<file path="config.mk">
export PLATFORM = sky130hd
export DESIGN_NAME = wave_meter
export DESIGN_NICKNAME = d
export VERILOG_FILES = /design/src/rtl/wave_meter.sv
export SDC_FILE = /design/constraint.sdc
export NUM_CORES = 1
export LEC_CHECK = 0
export ABC_AREA = 1
export CAP_MARGIN = 5
export CORE_UTILIZATION = 30
export CTS_BUF_LIST = sky130_fd_sc_hd__clkbuf_8
export DETAILED_ROUTE_END_ITERATION = 8
export PLACE_DENSITY = 0.54
export SYNTH_ARGS = -nofsm -noshare
export SYNTH_HDL_FRONTEND = slang
export SYNTH_SLANG_ARGS = --single-unit
export TNS_END_PERCENT = 30
</file>
<file path="constraint.sdc">
create_clock -name clk -period 4.3 [get_ports clk]
set_input_delay 0.645 -clock clk [delete_from_list [all_inputs] [get_ports clk]]
set_output_delay 0.645 -clock clk [all_outputs]
set_load 0.05 [all_outputs]
</file>
<file path="src/rtl/wave_meter.sv">
// wave_meter: rising-midpoint-crossing analyzer for an unsigned sample stream.
// A hysteresis comparator tracks whether the wave is above the midpoint. Each
// rising crossing closes the current cycle and publishes its period (in
// accepted samples), minimum, maximum and peak-to-peak amplitude.
module wave_meter #(
  parameter int WIDTH = 8,
  parameter int MID   = 127,
  parameter int HYST  = 4,
  parameter int CNT_W = 16
) (
  input  logic             clk,
  input  logic             rst,
  input  logic             sample_en,
  input  logic [WIDTH-1:0] sample,
  output logic [CNT_W-1:0] period,
  output logic [WIDTH-1:0] vmin,
  output logic [WIDTH-1:0] vmax,
  output logic [WIDTH-1:0] amplitude,
  output logic             meas_valid,
  output logic             locked,
  output logic             timeout
);

  localparam int HiTh = MID + HYST;
  localparam int LoTh = MID - HYST;

  typedef enum logic [1:0] {StArm, StSeek, StMeasure} state_t;

  state_t           state_q, state_d;
  logic             above_q, above_d;
  logic [CNT_W-1:0] cnt_q, cnt_d;
  logic [WIDTH-1:0] min_q, min_d;
  logic [WIDTH-1:0] max_q, max_d;
  logic [CNT_W-1:0] period_q, period_d;
  logic [WIDTH-1:0] vmin_q, vmin_d;
  logic [WIDTH-1:0] vmax_q, vmax_d;
  logic [WIDTH-1:0] amp_q, amp_d;
  logic             valid_q, valid_d;
  logic             locked_q, locked_d;
  logic             timeout_q, timeout_d;

  logic is_high, is_low, above_new, rise, cnt_full;

  // Hysteresis comparator: the flag only moves outside the dead band.
  always_comb begin
    is_high   = (int'(sample) >= HiTh);
    is_low    = (int'(sample) <= LoTh);
    above_new = is_high ? 1'b1 : (is_low ? 1'b0 : above_q);
    rise      = above_new & ~above_q;
    cnt_full  = (cnt_q == {CNT_W{1'b1}});
  end

  // Next-state logic: cycle accumulation, publish and timeout handling.
  always_comb begin
    state_d   = state_q;
    above_d   = above_q;
    cnt_d     = cnt_q;
    min_d     = min_q;
    max_d     = max_q;
    period_d  = period_q;
    vmin_d    = vmin_q;
    vmax_d    = vmax_q;
    amp_d     = amp_q;
    valid_d   = 1'b0;
    locked_d  = locked_q;
    timeout_d = 1'b0;
    if (sample_en) begin
      unique case (state_q)
        StArm: begin
          // First decisive sample only initializes the flag; it is never an edge.
          if (is_high || is_low) begin
            above_d = above_new;
            state_d = StSeek;
          end
        end
        StSeek: begin
          above_d = above_new;
          if (rise) begin
            cnt_d   = {{(CNT_W-1){1'b0}}, 1'b1};
            min_d   = sample;
            max_d   = sample;
            state_d = StMeasure;
          end
        end
        StMeasure: begin
          above_d = above_new;
          if (rise) begin
            // Edge wins over a full counter; the edge sample opens the next cycle.
            period_d = cnt_q;
            vmin_d   = min_q;
            vmax_d   = max_q;
            amp_d    = max_q - min_q;
            valid_d  = 1'b1;
            locked_d = 1'b1;
            cnt_d    = {{(CNT_W-1){1'b0}}, 1'b1};
            min_d    = sample;
            max_d    = sample;
          end else if (cnt_full) begin
            timeout_d = 1'b1;
            locked_d  = 1'b0;
            state_d   = StSeek;
          end else begin
            cnt_d = cnt_q + 1'b1;
            if (sample < min_q) min_d = sample;
            if (sample > max_q) max_d = sample;
          end
        end
        default: state_d = StArm;
      endcase
    end
  end

  // State and result registers; reset discards any partial cycle.
  always_ff @(posedge clk or posedge rst) begin
    if (rst) begin
      state_q   <= StArm;
      above_q   <= 1'b0;
      cnt_q     <= '0;
      min_q     <= '0;
      max_q     <= '0;
      period_q  <= '0;
      vmin_q    <= '0;
      vmax_q    <= '0;
      amp_q     <= '0;
      valid_q   <= 1'b0;
      locked_q  <= 1'b0;
      timeout_q <= 1'b0;
    end else begin
      state_q   <= state_d;
      above_q   <= above_d;
      cnt_q     <= cnt_d;
      min_q     <= min_d;
      max_q     <= max_d;
      period_q  <= period_d;
      vmin_q    <= vmin_d;
      vmax_q    <= vmax_d;
      amp_q     <= amp_d;
      valid_q   <= valid_d;
      locked_q  <= locked_d;
      timeout_q <= timeout_d;
    end
  end

  assign period     = period_q;
  assign vmin       = vmin_q;
  assign vmax       = vmax_q;
  assign amplitude  = amp_q;
  assign meas_valid = valid_q;
  assign locked     = locked_q;
  assign timeout    = timeout_q;

endmodule

</file>
# After elaboration in Yosys (flattened, before gate mapping)

Index checks and enable logic that the tools add are counted.

Register bits after elaboration: 78
Bits of input ports: 11
Output and inout port bits: 43
Logic and storage cells: 74

$add $sub $neg: 2
Order comparisons: 4
Equality and inequality tests: 10
Mux-type cells: 31
Bitwise operators: 2
Reduce and logical (&&, ||, !) cells: 13

Operators with widths:

| cell                    | number |
|---|---|
| $mux W8                 | 7 |
| $mux W16                | 3 |
| $pmux W16 S2            | 1 |
| $pmux W8 S2             | 2 |
| $add A16 B1 Y16 const B | 1 |
| $eq A16 B16 Y1 const B  | 1 |
| $reduce_and A5 Y1       | 3 |
| $mux W1                 | 12 |
| $ne A3 B3 Y1 const B    | 3 |
| $reduce_and A3 Y1       | 3 |
| $ge A8 B8 Y1 const B    | 1 |
| $gt A8 B8 Y1            | 1 |
| $le A8 B7 Y1 const B    | 1 |
| $lt A8 B8 Y1            | 1 |
| $mux W2                 | 4 |
| $ne A2 B2 Y1 const B    | 4 |
| $sub A8 B8 Y8           | 1 |
| $pmux W2 S3             | 1 |
| $reduce_bool A2 Y1      | 3 |
| $reduce_and A4 Y1       | 1 |
| $eq A2 B1 Y1 const B    | 1 |
| $eq A2 B2 Y1 const B    | 1 |
| $logic_not A2 Y1        | 1 |
| $pmux W1 S2             | 1 |
| 4 further kinds         | 4 |

# Logic depth before layout (Yosys ltp)

Gate-level depths: netlist (run 1).

Word-level depth: 7
Mapped depth: 14
Mapped depth without buffers: 14

# Least setup slack after synthesis (run 1)

OpenSTA, ideal clock, no wires.

Kind: input -> register
Start: input sample[7]
End: register max_q[0]
Setup time: 0.118 ns
Arrival: 1.706 ns
Required time: 4.182 ns
Path slack: 2.476 ns
Cell stages on the path: 10
Buffers on the path: 0
Cells stage by stage: ha_1 -> nand2_1 -> nor2_1 -> nand2_1 -> nand2_1 -> nand2_1 -> nand2_2 -> nand3_1 -> nand2_1 -> nand2_1

Word-level cells in the longest chain between the ends: 6
Elaborated cells on any way between the ends: 12
Classes of those cells: order compare: 3; eq/ne: 3; mux: 4; bitwise: 1; reduce/logical: 1

Ends and longest elaborated chain:

| item                                                                     | RTL line | source |
|---|---|---|
| start, declared                                                          | 14       | `input logic [WIDTH-1:0] sample,` |
| $le A8 B7 Y1                                                             | 47       | `is_low = (int'(sample) <= LoTh);` |
| $mux W1 (2 in a row)                                                     | 48       | `above_new = is_high ? 1'b1 : (is_low ? 1'b0 : above_q);` |
| $and A1 B1 Y1                                                            | 49       | `rise = above_new & ~above_q;` |
| $ne A3 B3 Y1 (no source line) (tied with other cells)                    | --       |  |
| $reduce_and A5 Y1 (no source line) / $pmux W8 S2 (equally long branches) | --       |  |
| end signal, assigned                                                     | 133      | `max_q <= max_d;` |
| end, declared                                                            | 33       | `logic [WIDTH-1:0] max_q, max_d;` |

Several ways; a longest one is shown, not always the timed one.
A chain may end at the register's enable or synchronous reset.

# Worst setup path in the final report (run 1)

Start: input sample[4]
End: register min_q[3]

Word-level cells in the longest chain between the ends: 6
Elaborated cells on any way between the ends: 12
Classes of those cells: order compare: 3; eq/ne: 3; mux: 4; bitwise: 1; reduce/logical: 1

Ends and longest elaborated chain:

| item                                                                     | RTL line | source |
|---|---|---|
| $le A8 B7 Y1                                                             | 47       |  |
| $mux W1 (2 in a row)                                                     | 48       |  |
| $and A1 B1 Y1                                                            | 49       |  |
| $ne A3 B3 Y1 (no source line) (tied with other cells)                    | --       |  |
| $reduce_and A5 Y1 (no source line) / $pmux W8 S2 (equally long branches) | --       |  |
| end signal, assigned                                                     | 132      | `min_q <= min_d;` |
| end, declared                                                            | 32       | `logic [WIDTH-1:0] min_q, min_d;` |

Several ways; a longest one is shown, not always the timed one.

==> flow_summary.json, run 1 <==
{
  "min_path_type": "flop to flop",
  "relSlewSlack_pct": 26.4,
  "startpoint_type": "primary input",
  "io_pins": 54,
  "top_usage_layer": "met2",
  "period_minus_slack_ps": 2760,
  "finalSetupViolations": 0,
  "grt_pass1_vias": 3713,
  "avgSynthCellArea_um2": 7.98,
  "track_usage_pct": 16.0,
  "r2r_slack_ps": 1740,
  "synth_enable_flop_cells": 0,
  "nFillCells": 1478,
  "clock-skew-final_ps": 11.7,
  "dpl.cell_count": 766,
  "htreeDepth": 3,
  "hold_viol_final": 0,
  "status": "finished, final reports clean",
  "setup_tns_ps": 0,
  "grt_max_degree": 79,
  "tightestPinTransition_ps": 1100,
  "syn_inst": 544,
  "rows": 43,
  "wirelength_um": 10900,
  "hold_buffers": 0,
  "diodes": 0,
  "clock_sinks": 78,
  "post_cts_resized": 0,
  "crit_fanout": 17,
  "cts_setup_buffers": 0,
  "maxSlewViolCount": 0,
  "fin_crit_sh_pct": 64.3,
  "whs_path_depth": 2,
  "overflow": 0,
  "whs_endpoint": "min_q[2]$_DFFE_PP0P_",
  "layout_commonest_cell": "nand2_1",
  "gr-usage-met2_pct": 28.2,
  "leakagePower_nw": 2.49,
  "ys_seq_area_share_pct": 45.0,
  "cp-end-kind": "flop",
  "drt-initial-drc-count": 249,
  "port_buffers": 53,
  "crit_arrival_ps": 3010,
  "synth_fp_nets": 583,
  "ctsRootBufferMaster": "clkbuf_8",
  "vias": 3714,
  "grt_util_met1_pct": 19.1,
  "fin_cells": 782,
  "ys_seq_elements": 78,
  "drive_gt1_share_pct": 7.14,
  "clkLatencyLatePin_ps": 360,
  "initial_core_util_pct": 31.0,
  "fmax_mhz": 362,
  "max_cap_viol_count": 0,
  "powerDensity_nw_per_um2": 643,
  "syn_area_um2": 4340,
  "ys_warn_count": 0,
  "via_per_inst": 4.75,
  "area_growth_pct": 21.0,
  "hold_slack_ps": 479,
  "hold_path.startpoint": "min_q[2]$_DFFE_PP0P_",
  "reg2regPathDepth": 6,
  "cts_buffers": 9,
  "grt_setup_unrepaired": "false",
  "ir_worst_vdd_uv": 195,
  "yosysUniqueCellTypes": 30,
  "die_width_um": 122,
  "dieArea_um2": 15000,
  "regToRegStartpoint": "state_q[0]$_DFFE_PP0P_",
  "core_um2": 14000,
  "wl_per_cell_um": 14.0,
  "r2r-end": "period[4]$_DFFE_PP0P_",
  "antenna_left": 0,
  "dp_hpwl_um": 7990,
  "async_reset_ff_share_pct": 100,
  "nNetsFinal": 636,
  "yosys_most_used_dff": "dfrtp_1",
  "die_h_um": 122,
  "final_cell_mix": "nand2_1 (171), dfrtp_1 (78), inv_1 (61)",
  "grt_util_met3_pct": 3.35,
  "first_pass_iters": 4,
  "grt_pass1_wl_um": 18400,
  "path_clk_slew_ps": 80,
  "routabilityCongestion": 0.855,
  "critPathKind": "primary input to flop",
  "antenna_found_initial": 0,
  "cp.required_ps": 4540,
  "clockBufferDepth": 2,
  "cts_tree": "built",
  "drc": 0
}
## cell type report
cell class / instances / area (um^2) / share of cell area, %
Inverter: 64 / 240 / 4.57
Sequential cell: 78 / 1950 / 37.2
Timing Repair Buffer: 56 / 553 / 10.5
Multi-Input combinational cell: 388 / 2060 / 39.3
Clock inverter: 3 / 40.0 / 0.762
Tap cell: 180 / 225 / 4.29
Clock buffer: 13 / 179 / 3.41
## registers in the layout (all words and copies together), names as in the netlist, 2 cells and up
signal,cells
amplitude,8
cnt_q,16
max_q,8
min_q,8
period,16
state_q,2
vmax,8
vmin,8
## power breakdown
part / internal (mW) / switching, mW
registers: 0.931 / 0.140
logic: 0.578 / 1.12
clock network: 0.330 / 0.279
## Yosys cell counts, types with 6 or more instances
master	count	area share, %
nand2_1	171	15
dfrtp_1	78	45
inv_1	62	5.4
nand3_1	37	4.3
nor2_1	35	3.0
o21ai_0	33	3.8
ha_1	27	7.8
nand4_1	18	2.6
o21ai_1	15	1.7
o21ai_2	10	2.0
a21oi_1	8	0.92
clkbuf_1	7	0.61
nand2_2	6	0.86
xor2_1	6	1.2
## critical path, cell delays in order
cell and delay [ps]:
clkdlybuf4s50_1 600, inv_1 70, nand2_1 70, nor2_1 50, nand2_2 110, nand3_4 210
nand2_1 200, inv_1 180, nand2_2 240, nand3_1 390, nand2_1 160, nand2_1 70
## worst max path at each step
stage	slack [ps]	depth (start not counted)	to	startpoint
2_1_floorplan	1660	1	above_q$_DFFE_PP0P_	rst
3_3_place_gp	1200	12	min_q[0]$_DFFE_PP0P_	sample[2]
3_5_place_dp	1130	12	min_q[3]$_DFFE_PP0P_	sample[3]
4_1_cts	1520	12	min_q[3]$_DFFE_PP0P_	sample[3]
5_1_grt	1330	9	period[6]$_DFFE_PP0P_	sample[4]
6_report	1540	12	min_q[3]$_DFFE_PP0P_	sample[4]
## logic make-up after synthesis
| family | after synthesis | synth area share (%) |
|---|---|---|
| buffers and inverters | 78 | 7.52 |
| AOI/OAI and AO/OA | 74 | 9.83 |
| and+or+nand+nor | 277 | 27.6 |
| xor gates and xnor gates | 9 | 1.82 |
| adders and majority gates | 28 | 8.24 |
| DFF | 78 | 45.0 |
## routing by layer
metal	up-vias	part of all wire [%]	wire length, um
met1	1758	44	4780
met4	0	2.0	214
met2	72	51	5580
met5	-	0	0
li1	1864	-	-
met3	20	3.1	333
## per-stage QoR
step	worst slack (ps)	utilization, %	total power [mW]	area (um^2)
2_1_floorplan	1660	-	2.29	4340
3_5_place_dp	1130	36.0	2.80	5030
3_3_place_gp	1200	36.0	2.76	5030
5_1_grt	1330	37.5	3.65	5250
4_1_cts	1520	37.5	3.42	5250
6_report	1540	37.5	3.38	5250
Note: power is estimated with default switching activity, not from simulation.
==> run 2, diff against run 1 <==
Settings changed: PLACE_DENSITY 0.54 to 0.56.
Clock period 4.3 ns to 2.3 ns, I/O delays scaled along.
==> flow_summary.json, run 2 (synthesis results as in run 1) <==
{
  "core_um2": 14000,
  "p_int_mw": 3.47,
  "grt_pass1_wl_um": 19100,
  "ir_worst_vdd_uv": 362,
  "clockBufferDepth": 2,
  "fin_util_pct": 39.3,
  "period_minus_slack_ps": 2040,
  "path_clk_slew_ps": 70,
  "final_cell_area_um2": 5500,
  "via_per_inst": 4.67,
  "status": "finished, final reports clean",
  "startpoint_type": "flop",
  "clock-skew-final_ps": 9.35,
  "ctsRootBufferMaster": "clkbuf_8",
  "first_pass_iters": 4,
  "relSlewSlack_pct": 61.4,
  "overflow": 0,
  "cp.required_ps": 2600,
  "powerDensity_nw_per_um2": 1160,
  "dpl.cell_count": 791,
  "dieArea_um2": 15000,
  "grt_pass1_vias": 3926,
  "rows": 43,
  "p_sw_share_pct": 45.4,
  "crit_fanout": 8,
  "initial_core_util_pct": 31.0,
  "fin_crit_sh_pct": 88.9,
  "cp-end-kind": "flop",
  "tightestPinTransition_ps": 577,
  "htreeDepth": 3,
  "antenna_left": 0,
  "post_cts_resized": 0,
  "final_cell_mix": "nand2_1 (171), dfrtp_1 (78), inv_1 (63)",
  "cts_setup_buffers": 0,
  "die_width_um": 122,
  "grt_setup_unrepaired": "false",
  "leakagePower_nw": 2.63,
  "wl_per_cell_um": 13.8,
  "hold_buffers": 0,
  "seqPwrFrac_pct": 31.7,
  "drc": 0,
  "io_pins": 54,
  "port_buffers": 53,
  "die_h_um": 122,
  "track_usage_pct": 16.6,
  "drive_gt1_share_pct": 10.4,
  "crit_arrival_ps": 2340,
  "min_path_type": "primary input to async pin",
  "grt_max_degree": 41,
  "routabilityCongestion": 0.897,
  "maxSlewViolCount": 0,
  "cts_tree": "built",
  "vias": 3766,
  "layout_commonest_cell": "nand2_1",
  "diodes": 0,
  "nNetsFinal": 661,
  "place_area_um2": 5310,
  "fmax_mhz": 489,
  "area_growth_pct": 26.7,
  "drt-initial-drc-count": 246,
  "clkLatencyLatePin_ps": 360,
  "power_frac_comb_pct": 52.8,
  "antenna_found_initial": 0,
  "finalPower_mw": 6.35,
  "max_cap_viol_count": 0,
  "dp_hpwl_um": 8480,
  "critPathKind": "flop to flop",
  "nFillCells": 1439,
  "p_clk_share_pct": 15.5,
  "clock_sinks": 78,
  "p_sw_mw": 2.88,
  "fin_cells": 806,
  "wirelength_um": 11100,
  "finalSetupViolations": 0,
  "cts_buffers": 9,
  "hold_viol_final": 0
}
==> run 2: cell types whose count changed in the layout (fill, tap and decap cells not counted), sizes merged <==
cell      delta
inv          +1
clkinv       -2
buf         +25
bufinv       -1
clkinvlp     +1
==> run 2: worst paths after layout <==
check,slack [ps],cells after the start,to,start
hold / removal,400,2,vmin[5]$_DFFE_PP0P_,rst
hold reg to reg,480,2,min_q[5]$_DFFE_PP0P_,min_q[5]$_DFFE_PP0P_
setup / recovery,260,11,min_q[4]$_DFFE_PP0P_,cnt_q[0]$_DFFE_PP0P_
max in group asynchronous,1360,3,timeout$_DFF_PP0_,rst
min in group clk,480,2,min_q[5]$_DFFE_PP0P_,min_q[5]$_DFFE_PP0P_
setup reg to reg,260,11,min_q[4]$_DFFE_PP0P_,cnt_q[0]$_DFFE_PP0P_
==> run 2: power groups by stage <==
stage | combinational (mW) | clock (mW) | sequential, mW
after CTS | 3.37 | 1.03 | 2.02
final | 3.35 | 0.987 | 2.01
after global placement | 3.31 | 0 | 2.03
after global routing | 3.73 | 1.08 | 2.06
after detailed placement | 3.36 | 0 | 2.05
after floorplan | 1.62 | 0 | 2.67
==> run 2: stage by stage <==
step / setup slack, ps / TNS (ps) / hold slack (ps)
detailed placement: -36.1 / -148 / 458
finish: 256 / 0 / 396
global placement: 0.832 / 0 / 453
CTS: 234 / 0 / 410
floorplan: 623 / 0 / 442
global route: 16.7 / 0 / 433
==> run 2: cell type report <==
cell class | count | area, um^2 | area share [%]
Multi-Input combinational cell | 388 | 2060 | 37.5
Sequential cell | 78 | 1950 | 35.5
Timing Repair Buffer | 81 | 828 | 15.1
Inverter | 64 | 244 | 4.44
Tap cell | 180 | 225 | 4.10
Clock buffer | 13 | 179 | 3.25
Clock inverter | 2 | 7.51 | 0.137
==> run 2: critical path, cell delays in order, from the launching register on <==
cell and delay [ps]:
dfrtp_1 460, ha_1 240, nand2_2 110, nor2_4 140, nand2_2 90, inv_2 70, nand3_1 70, nor2_1 150
nand2_2 130, nand3_1 340, nand2_1 110, nand2_1 70
==> run 2: layer usage <==
layer | vias to the layer above | part of all wire, % | GRT usage, %
li1 | 1913 | - | -
met1 | 1747 | 44 | 19.5
met2 | 83 | 50 | 29.4
met3 | 23 | 3.3 | 3.30
met4 | 0 | 2.6 | 6.71
met5 | - | 0 | 0
==> run 3, diff against run 2 <==
Settings changed: PLACE_DENSITY 0.56 to unset, PLACE_DENSITY_LB_ADDON set to 0.15.
==> flow_summary.json, run 3 (synthesis results as in run 1) <==
{
  "powerDensity_nw_per_um2": 1130,
  "finalSetupViolations": 0,
  "startpoint": "sample[7]",
  "grt_pass1_vias": 3870,
  "crit_arrival_ps": 2260,
  "leakagePower_nw": 2.63,
  "antenna_found_initial": 0,
  "core_um2": 14000,
  "dieArea_um2": 15000,
  "antenna_left": 0,
  "rows": 43,
  "drt-initial-drc-count": 123,
  "post_cts_resized": 1,
  "track_usage_pct": 16.5,
  "hold_buffers": 0,
  "period_minus_slack_ps": 2000,
  "grt_pass1_wl_um": 18800,
  "critical_path.top_delay_family": "buffers and inverters",
  "grt_max_degree": 51,
  "final_cell_mix": "nand2_1 (171), dfrtp_1 (78), inv_1 (63)",
  "cts_tree": "built",
  "status": "finished, final reports clean",
  "ctsRootBufferMaster": "clkbuf_8",
  "crit_end": "min_q[5]$_DFFE_PP0P_",
  "crit_top_cell": "nand2_1",
  "reg2regPathDepth": 7,
  "finalPower_mw": 6.19,
  "io_pins": 54,
  "r2r_slack_ps": 330,
  "routabilityCongestion": 0.916,
  "regToRegStartpoint": "state_q[0]$_DFFE_PP0P_",
  "multi_input_area_um2": 2070,
  "setup_tns_ps": 0,
  "drive_gt1_share_pct": 11.3,
  "r2r-end": "cnt_q[8]$_DFFE_PP0P_",
  "clockBufferDepth": 2,
  "wirelength_um": 11100,
  "clock_sinks": 78,
  "max_cap_viol_count": 0,
  "grt_setup_unrepaired": "false",
  "layout_commonest_cell": "nand2_1",
  "crit_fanout": 8,
  "startpoint_type": "primary input",
  "crit_chain": "clkdlybuf4s50_1 > buf_4 > ha_1 > a21oi_1 > o21a_1 > nand2_1 > nand2_2 > nand3_1 > nand2_1 > nand2_1",
  "vias": 3721,
  "critPathSlowestCell": "clkdlybuf4s50_1",
  "clock-skew-final_ps": 13.7,
  "maxSlewViolCount": 0,
  "hold_viol_final": 0,
  "crit_buf_inv": 2,
  "cts_buffers": 9,
  "clkLatencyLatePin_ps": 370,
  "fmax_mhz": 501,
  "die_h_um": 122,
  "wl_per_cell_um": 13.8,
  "dp_hpwl_um": 8540,
  "relSlewSlack_pct": 49.9,
  "area_growth_pct": 26.1,
  "hold_slack_ps": 354,
  "die_width_um": 122,
  "htreeDepth": 3,
  "nNetsFinal": 666,
  "drc": 0,
  "min_path_type": "primary input to async pin",
  "overflow": 0,
  "nFillCells": 1469,
  "diodes": 0,
  "first_pass_iters": 4,
  "fin_crit_sh_pct": 86.7,
  "cpPeakStageDelay_ps": 500,
  "regArea_um2": 1950,
  "tightestPinTransition_ps": 750,
  "path_clk_slew_ps": 80,
  "via_per_inst": 4.59,
  "cp.required_ps": 2560,
  "cp-end-kind": "flop",
  "cts_setup_buffers": 0,
  "fin_ws_ps": 305,
  "ir_worst_vdd_uv": 334,
  "initial_core_util_pct": 31.0,
  "path_depth": 10,
  "dp_slack_ps": -322,
  "port_buffers": 53,
  "final_cell_area_um2": 5470,
  "critPathKind": "primary input to flop",
  "place_area_um2": 5310
}
[run 3: changes by cell type in the layout (fill, tap and decap cells not counted), sizes merged]
| cell | delta |
|---|---|
| buf | +5 |
| clkinv | +2 |
| clkbuf | -3 |
[run 3: worst register-to-register path: stages (launching register included)]
cell     delay [ps]
dfrtp_1         420
inv_1           100
ha_1            250
o21ai_0         140
inv_1            70
nand2_1          60
nor2_2          600
o21ai_0         180
[run 3: worst min path at each step]
stage | startpoint | end | depth (start not counted)
after global routing | rst | period[8]$_DFFE_PP0P_ | 2
after detailed placement | min_q[4]$_DFFE_PP0P_ | min_q[4]$_DFFE_PP0P_ | 2
final | rst | period[8]$_DFFE_PP0P_ | 2
after floorplan | min_q[2]$_DFFE_PP0P_ | min_q[2]$_DFFE_PP0P_ | 2
after global placement | min_q[5]$_DFFE_PP0P_ | min_q[5]$_DFFE_PP0P_ | 2
after CTS | rst | period[2]$_DFFE_PP0P_ | 2
[run 3: layer usage]
metal  track usage, %  vias to the layer above  wire (um)  part of all wire (%)
met1             18.4                     1750       4750                    43
met3             4.23                        9        334                   3.0
met5                0                        -          0                     0
met4             4.19                        0        130                   1.2
li1                 -                     1914          -                     -
met2             30.8                       48       5920                    53
[run 3: area by class of cell]
| cell class | instances | area share (%) |
|---|---|---|
| repair buffers | 86 | 15.1 |
| multi-input cells | 388 | 37.8 |
| inverters | 64 | 4.46 |
| clock inverters | 4 | 0.320 |
| flip-flops and latches | 78 | 35.7 |
| well taps | 180 | 4.11 |
| clock buffers | 10 | 2.51 |
[run 3: metrics by stage]
| step | cells | utilization (%) |
|---|---|---|
| after global routing | 810 | 39.1 |
| after floorplan | 544 | - |
| after detailed placement | 796 | 38.0 |
| final | 810 | 39.1 |
| after CTS | 810 | 39.1 |
| after global placement | 796 | 38.0 |
[run 3: where the power goes]
group          internal (mW)  switching [mW]  leakage (nW)
Combinational           1.20            2.10          1.50
Clock                  0.398           0.496        0.0904
Sequential              1.74           0.251          1.04
Total                   3.34            2.85          2.63
